<file path="src/rtl/lz_denormalizer.sv">
// ============================================================================
// lz_denormalizer: restores an un-normalized value from a normalized mantissa
// and its leading-zero count by right-shifting one bit per clock.
// Revision: 1.0
// ============================================================================
`default_nettype none

module lz_denormalizer #(
  parameter int WIDTH = 8,
  parameter int CW    = 4
) (
  input  logic             clk,
  input  logic             rst_n,
  input  logic             in_valid,
  output logic             in_ready,
  input  logic [WIDTH-1:0] in_mant,
  input  logic [CW-1:0]    in_count,
  output logic             out_valid,
  input  logic             out_ready,
  output logic [WIDTH-1:0] out_data,
  output logic             out_err,
  output logic             busy
);

  localparam logic [1:0]    S_IDLE  = 2'd0;
  localparam logic [1:0]    S_SHIFT = 2'd1;
  localparam logic [1:0]    S_DONE  = 2'd2;
  localparam logic [CW-1:0] C_WIDTH = CW'(WIDTH);
  localparam logic [CW-1:0] C_ONE   = CW'(1);

  logic [1:0]       state_q, state_d;
  logic [WIDTH-1:0] shreg_q, shreg_d;
  logic [CW-1:0]    cnt_q,   cnt_d;
  logic             err_q,   err_d;

  logic             w_over;
  logic [CW-1:0]    w_cnt_clamped;
  logic             w_err_in;

  // Consistency of the incoming pair: the count must match the mantissa shape.
  assign w_over        = (in_count > C_WIDTH);
  assign w_cnt_clamped = w_over ? C_WIDTH : in_count;
  assign w_err_in      = w_over
                       || ((in_count < C_WIDTH) && !in_mant[WIDTH-1])
                       || ((in_count == C_WIDTH) && (in_mant != '0));

  always_ff @(posedge clk or negedge rst_n) begin
    if (!rst_n) begin
      state_q <= S_IDLE;
      shreg_q <= '0;
      cnt_q   <= '0;
      err_q   <= 1'b0;
    end else begin
      state_q <= state_d;
      shreg_q <= shreg_d;
      cnt_q   <= cnt_d;
      err_q   <= err_d;
    end
  end

  always_comb begin
    state_d = state_q;
    shreg_d = shreg_q;
    cnt_d   = cnt_q;
    err_d   = err_q;
    case (state_q)
      S_IDLE: begin
        if (in_valid) begin
          shreg_d = in_mant;
          cnt_d   = w_cnt_clamped;
          err_d   = w_err_in;
          state_d = (w_cnt_clamped == '0) ? S_DONE : S_SHIFT;
        end
      end
      S_SHIFT: begin
        shreg_d = shreg_q >> 1;
        cnt_d   = cnt_q - C_ONE;
        // Leave on the same edge as the final shift.
        if (cnt_q == C_ONE) state_d = S_DONE;
      end
      S_DONE: begin
        if (out_ready) state_d = S_IDLE;
      end
      default: state_d = S_IDLE;
    endcase
  end

  always_comb begin
    in_ready  = (state_q == S_IDLE);
    busy      = (state_q != S_IDLE);
    out_valid = (state_q == S_DONE);
    out_data  = (state_q == S_DONE) ? shreg_q : '0;
    out_err   = (state_q == S_DONE) && err_q;
  end

endmodule

`default_nettype wire

</file>
<file path="config.mk">
export PLATFORM = sky130hd
export DESIGN_NAME = lz_denormalizer
export DESIGN_NICKNAME = d
export VERILOG_FILES = /design/src/rtl/lz_denormalizer.sv
export SDC_FILE = /design/constraint.sdc
export NUM_CORES = 1
export LEC_CHECK = 0
export CORE_ASPECT_RATIO = 1.5
export CORE_UTILIZATION = 23
export DETAILED_ROUTE_END_ITERATION = 10
export SLEW_MARGIN = 10
export SYNTH_ARGS = -nofsm -noshare
export SYNTH_HDL_FRONTEND = slang
export SYNTH_SLANG_ARGS = --single-unit
</file>
<file path="constraint.sdc">
create_clock -name clk -period 1.7 [get_ports clk]
set_input_delay 0.51 -clock clk [delete_from_list [all_inputs] [get_ports clk]]
set_output_delay 0.51 -clock clk [all_outputs]
set_load 0.005 [all_outputs]
</file>
==> summary.txt, run 1 <==
result of the run = finished with violations
failing checks = negative setup slack
Placed Cells = 189
maximum number of pins on one net before global-route repair = 17
syn_nets = 124
hold buffers post-CTS = 0
Pre-antenna DRT Iters = 4
Most used DFF post-synth = dfrtp_1
share of synthesized flip-flops with an asynchronous set or reset = 100%
worst flop-to-flop path endpoint = err_q
wire per inst = 13.1 um
mean post-synth cell area = 8.96 um^2
Num Clock Sinks = 15
Overflow after GRT = 0
overall routed net length = 2.68 mm
half-perimeter wire length of the detailed placement result = 1.93 mm
number of cells produced by synthesis = 106
Crit Path Max Fanout = 4
synth unique cells = 34
reg-to-reg setup timing slack = 0.18 ns
hold_sp = shreg_q[5]
Worst Path Class, Setup = flip-flop to output pin
Max Root-Sink Buffers = 2
worst reg2reg startpoint = state_q[0]
reported max-cap violation count = 0
layout cells sized above 1 = 36.9%
count of nets left with antenna violations after detail routing = 0
Hold Slack = 0.502 ns
setup repair after global routing missed its margin = yes
FILL cells = 406
Crit path required time = 1.19 ns
area of the core = 3960 um^2
weighted congestion reported at the end of routability-driven placement = 0.748
FF/Latch Area = 375 um^2
number of diodes = 0
hold worst-path end = shreg_q[5]
final design utilization = 39.3%
overall die height = 80.7 um
peak ir drop on the vdd network = 0.490 mV
Overall Global Routing Usage = 14.4%
number of clock buffers inserted by TritonCTS = 3
port buffer count = 27
Worst Reg2Reg Path Length in Cells = 7
number of design rule violations left after detail routing = 0
final-stage net count = 179
Worst Hold Path Cells = 2
number of primary I/O pins = 28
DP Area = 1370 um^2
Least-Margin Pin Slew = 0.355 ns
total negative slack for setup checks = -0.831 ns
total non-filler cell area in the finished layout = 1560 um^2
static leakage power = 0.710 nW
area enclosed by the die boundary = 4400 um^2
area used by multi-input combinational logic = 531 um^2
width of the chip = 54.5 um
post-synth design cell area = 950 um^2
relative slew slack = 76.1%
EDFF count, synth = 0
buffer cell driving the clock tree root = clkbuf_8
max-slew violation total from the final report = 0
initial core utilization = 24.0%
global-route wire length before repair = 4.49 mm
post-synthesis sequential area ratio = 39.5%
clock tree skew after final layout = 0.00384 ns
element type at the critical path start = flip-flop
synth-to-layout area growth = 63.9%
count of state elements after synthesis = 15
sequence of cells on the critical path = nor2b_4 > buf_6 > buf_6 > and2_4 > buf_6
Power Dens Cells = 1180 nW/um^2
critical path's slowest cell = dfrtp_1
final hold viol count = 0
Rows = 28
clock network latency to the later pin of the worst-skew pair = 0.26 ns
antenna violations before repair = 0
number of design-rule violations left by the first detailed-router iteration = 15
average via count per standard cell = 4.75
Final Setup Violations = 11
count of vias placed by the detailed router = 974
setup slack after placement = -0.158 ns
PnR Total Power = 1.84 mW
most frequent cell on the critical path = buf_6
Hold Path Class = flip-flop to flip-flop
via count of the first global-routing pass = 1041
final standard cell count with taps included and fillers excluded = 205
number of H-tree levels = 1
slowest stage delay, CP = 0.44 ns
min Tclk post-route = 1.83 ns
Clock transition at path regs = 0.06 ns
clock tree from TritonCTS = yes
slack of the critical path = -0.130 ns
arrival time at the worst endpoint = 1.32 ns
Final Cycle Share = 108%
Synth warnings = 0
highest clock frequency the design can meet = 546 MHz
crit end category = output pin
how the worst max path moves through the flow:
stage,depth (start not counted),to,startpoint
after CTS,5,out_err,state_q[0]
after global placement,5,cnt_q[3],in_valid
after floorplan,4,out_data[0],state_q[1]
final,5,out_err,state_q[0]
after global routing,5,out_err,state_q[0]
after detailed placement,5,cnt_q[3],in_valid
power breakdown:
group	leakage, nW	switching [mW]	internal, mW
Clock	0.0255	0.139	0.163
Sequential	0.184	0.119	0.504
Combinational	0.501	0.406	0.513
cells in the final DEF (no fill, tap or decap), types with 2 or more instances in the layout:
master / synthesis / routed
nand2_1: 10 / 10
and2_4: 0 / 7
buf_6: 1 / 16
o21ai_0: 5 / 5
and2_1: 16 / 9
nand2b_1: 2 / 2
buf_2: 3 / 2
o21ai_1: 3 / 3
ha_1: 2 / 2
a31oi_1: 9 / 9
inv_1: 6 / 6
o22ai_1: 3 / 3
nor3b_1: 2 / 2
nor3_1: 3 / 3
nor2b_1: 3 / 2
clkbuf_8: 0 / 3
o22a_1: 3 / 3
a21oi_1: 2 / 2
clkdlybuf4s50_1: 0 / 15
dfrtp_1: 15 / 15
buf_4: 0 / 23
cell type report:
class,instances,share of cell area [%]
Clock buffer,3,2.65
Tap cell,45,3.62
Clock inverter,1,0.322
Sequential cell,15,24.1
Inverter,8,2.25
Timing Repair Buffer,56,33.0
Multi-Input combinational cell,77,34.1
cells by family after synthesis:
family / after synthesis / share of synthesized area (%)
and+or+nand+nor: 42 / 25.6
AOI/OAI and AO/OA: 32 / 23.5
DFF: 15 / 39.5
buffers and inverters: 14 / 7.25
adders and majority gates: 2 / 2.63
muxes: 1 / 1.58
cell usage after synthesis, drive strengths merged, types with 2 or more instances:
cell type / number / share of area, %
nand2: 11 / 4.6
nor3b: 2 / 1.6
o22ai: 3 / 2.0
clkbuf: 2 / 0.79
nand2b: 2 / 1.3
nor3: 3 / 1.6
a31oi: 9 / 5.9
and2: 16 / 11
nor2b: 3 / 2.0
dfrtp: 15 / 40
a21oi: 2 / 1.1
buf: 4 / 2.8
o22a: 3 / 2.8
o21ai: 8 / 4.2
ha: 2 / 2.6
inv: 7 / 2.8
metal layers:
layer | track usage (%) | routed length, um
met3 | 2.27 | 124
met5 | 0 | 0
met2 | 26.1 | 1440
met1 | 15.1 | 1060
met4 | 7.69 | 65
sequential cells by signal (all words and copies together), names as in the netlist:
register  cells
state_q       2
err_q         1
cnt_q         4
shreg_q       8
critical path, delay by kind of cell, from the launching register on:
kind / cells / cell delay (ns)
buffers and inverters: 3 / 0.31
flip-flops: 1 / 0.44
AND/OR/NAND/NOR: 2 / 0.32
timing repair:
item,CTS,global route
setup endpoints to repair,12,12
pin swaps,4,1
cloned,1,0
resized for setup,67,8
buffers inserted,10,1
No activity file was read; power rests on OpenSTA's default activity.
==> run 2, diff against run 1 <==
clock period = 2.3 ns   (was 1.7 ns; I/O delays follow)
==> run 2 against run 1 <==
The run now ends clean. Non-clock buffer count down 20. Via count is 6.6% lower. Clock skew shrank 0.0033 ns. Clock-buffer cell count rose by 1. Setup slack improved by 0.19 ns. Register-to-register slack better by 0.80 ns. Design area fell by 12%. Final cell count shrank 9.8%. Sequential power shrank 27%. Flip-flop and latch count unchanged. Sequential share of layout area grew 3.2 points. Clock power fell by 32%.
==> summary.txt, run 2 (synthesized netlist as in run 1, its figures left out) <==
setup repair after global routing missed its margin = yes
FF/Latch Area = 375 um^2 (unchanged)
Pre-antenna DRT Iters = 4 (unchanged)
Worst Path Class, Setup = flip-flop to output pin
Max Root-Sink Buffers = 2 (unchanged)
min Tclk post-route = 2.24 ns
wire per inst = 13.4 um (+2.1%)
Power Dens Cells = 901 nW/um^2 (-24%)
overall die height = 80.7 um (unchanged)
number of design-rule violations left by the first detailed-router iteration = 51 (+36)
buffer cell driving the clock tree root = clkbuf_8
count of vias placed by the detailed router = 910 (-6.6%)
Overflow after GRT = 0 (unchanged)
clock network fraction of total power = 16.7% (+0.3 points)
FILL cells = 400 (-1.5%)
Overall Global Routing Usage = 12.5% (-2.0 points)
final-stage net count = 159 (-11%)
slowest stage delay, CP = 0.49 ns (+0.05 ns)
port buffer count = 27 (unchanged)
area enclosed by the die boundary = 4400 um^2 (unchanged)
area of the core = 3960 um^2 (unchanged)
Comb pwr share = 46.7% (-3.1 points)
highest-count cells in the layout ignoring fill and taps = clkdlybuf4s50_1 (22), and2_1 (16), dfrtp_1 (15)
relative slew slack = 74.2% (-1.9 points)
number of design rule violations left after detail routing = 0 (unchanged)
average via count per standard cell = 4.92 (+3.5%)
max-slew violation total from the final report = 0 (unchanged)
total negative slack for setup checks = 0 ns (+0.831 ns)
antenna violations before repair = 0 (unchanged)
Num Clock Sinks = 15 (unchanged)
global-route wire length before repair = 3.99 mm (-11%)
Hold Path Class = flip-flop to flip-flop
number of primary I/O pins = 28 (unchanged)
weighted congestion reported at the end of routability-driven placement = 0.790 (+5.6%)
Final Setup Violations = 0 (-11)
Clock transition at path regs = 0.06 ns (about the same)
clock network latency to the later pin of the worst-skew pair = 0.24 ns (-0.02 ns)
maximum number of pins on one net before global-route repair = 21 (+4)
number of H-tree levels = 1 (unchanged)
Final Cycle Share = 97.5%
clock tree skew after final layout = 0.000525 ns (-0.00331 ns)
crit end category = output pin
Rows = 28 (unchanged)
result of the run = finished, final reports clean
registers with the most flip-flops = shreg_q: 8 flops, cnt_q: 4 flops, state_q: 2 flops
Crit path required time = 1.61 ns (+0.42 ns)
final design utilization = 34.7% (-4.6 points)
via count of the first global-routing pass = 909 (-13%)
sequence of cells on the critical path = nor2b_4 > buf_2 > and2_1 > clkdlybuf4s50_1
Net Sw Power = 0.446 mW (-33%)
width of the chip = 54.5 um (unchanged)
Crit Path Max Fanout = 5 (+1)
max reg flops = 8 (unchanged)
initial core utilization = 24.0% (unchanged)
final hold viol count = 0 (unchanged)
peak ir drop on the vdd network = 0.353 mV (-28%)
overall routed net length = 2.47 mm (-7.9%)
internal power component = 0.792 mW (-33%)
PnR Total Power = 1.24 mW (-33%)
static leakage power = 0.655 nW (-7.7%)
proportion of total power due to net switching = 36.0% (about the same)
synth-to-layout area growth = 44.5%
commonest non-fill, non-tap cell in the layout = clkdlybuf4s50_1
fraction of power consumed by sequential logic = 36.7% (+2.9 points)
critical path's slowest cell = clkdlybuf4s50_1
area used by multi-input combinational logic = 513 um^2 (-3.3%)
highest clock frequency the design can meet = 446 MHz
register with the highest flop count = shreg_q
half-perimeter wire length of the detailed placement result = 1.85 mm (-4.3%)
number of diodes = 0 (unchanged)
count of nets left with antenna violations after detail routing = 0 (unchanged)
element type at the critical path start = flip-flop
number of clock buffers inserted by TritonCTS = 3 (unchanged)
hold buffers post-CTS = 0 (unchanged)
Least-Margin Pin Slew = 0.386 ns (+0.0304 ns)
layout cells sized above 1 = 13.6% (-23 points)
reported max-cap violation count = 0 (unchanged)
arrival time at the worst endpoint = 1.55 ns (+0.23 ns)
clock tree from TritonCTS = yes
run 2: changes by cell type in the layout (fill, tap and decap cells not counted):
cell             delta
and2_1              +7
and2_4              -7
buf_2               -1
buf_4              -15
buf_6              -16
clkbuf_1            +1
clkdlybuf4s50_1     +7
clkinv_2            -1
dlymetal6s2s_1      +5
run 2: critical path: cells and delay by family (launching register included):
family                 cells  cell delay (ns)
buffers and inverters      2             0.64
flip-flops                 1             0.42
AND/OR/NAND/NOR            2             0.26
run 2: timing repair:
item                                    CTS  global route
gates resized for setup                   0             8
hold endpoints to repair                  0             0
endpoints found under the setup margin    0             9
setup buffers                             0             1
run 2: power groups by stage:
stage	logic, mW	registers, mW	clock network [mW]
6_report	0.577	0.454	0.206
5_1_grt	0.654	0.466	0.221
4_1_cts	0.578	0.449	0.212
3_5_place_dp	0.576	0.451	0
3_3_place_gp	0.559	0.447	0
2_1_floorplan	0.398	0.428	0
run 2: through the flow:
stage	hold WS, ns	instances	setup WS [ns]	instance area, um^2
2_1_floorplan	0.394	106	0.701	950
3_3_place_gp	0.467	179	0.240	1290
3_5_place_dp	0.482	179	0.177	1290
4_1_cts	0.494	183	0.0262	1340
5_1_grt	0.525	185	-0.0164	1370
6_report	0.485	185	0.0579	1370
run 2: area by class of cell:
| class | count | area share (%) |
|---|---|---|
| timing repair buffer | 36 | 25.3 |
| tap | 45 | 4.10 |
| clock buffer | 4 | 3.28 |
| inverter | 8 | 2.55 |
| multi-input combinational | 77 | 37.4 |
| sequential | 15 | 27.3 |
run 2: final timing paths:
| check | start | endpoint | slack, ns | depth (start not counted) |
|---|---|---|---|---|
| setup / recovery | state_q[0] | out_err | 0.06 | 4 |
| max in group asynchronous | rst_n | shreg_q[1] | 1.36 | 2 |
| min in group asynchronous | rst_n | shreg_q[4] | 0.77 | 2 |
| hold reg to reg | shreg_q[0] | shreg_q[0] | 0.49 | 2 |
| setup reg to reg | state_q[0] | cnt_q[3] | 0.98 | 4 |
| hold / removal | shreg_q[0] | shreg_q[0] | 0.49 | 2 |
run 2: routing by layer:
layer  up-vias  global-route usage, %  wire (um)
met3         2                   1.89        122
met1       436                   13.8       1060
met4         0                   3.85         14
met5         -                      0          0
li1        441                      -          -
met2        31                   23.0       1280
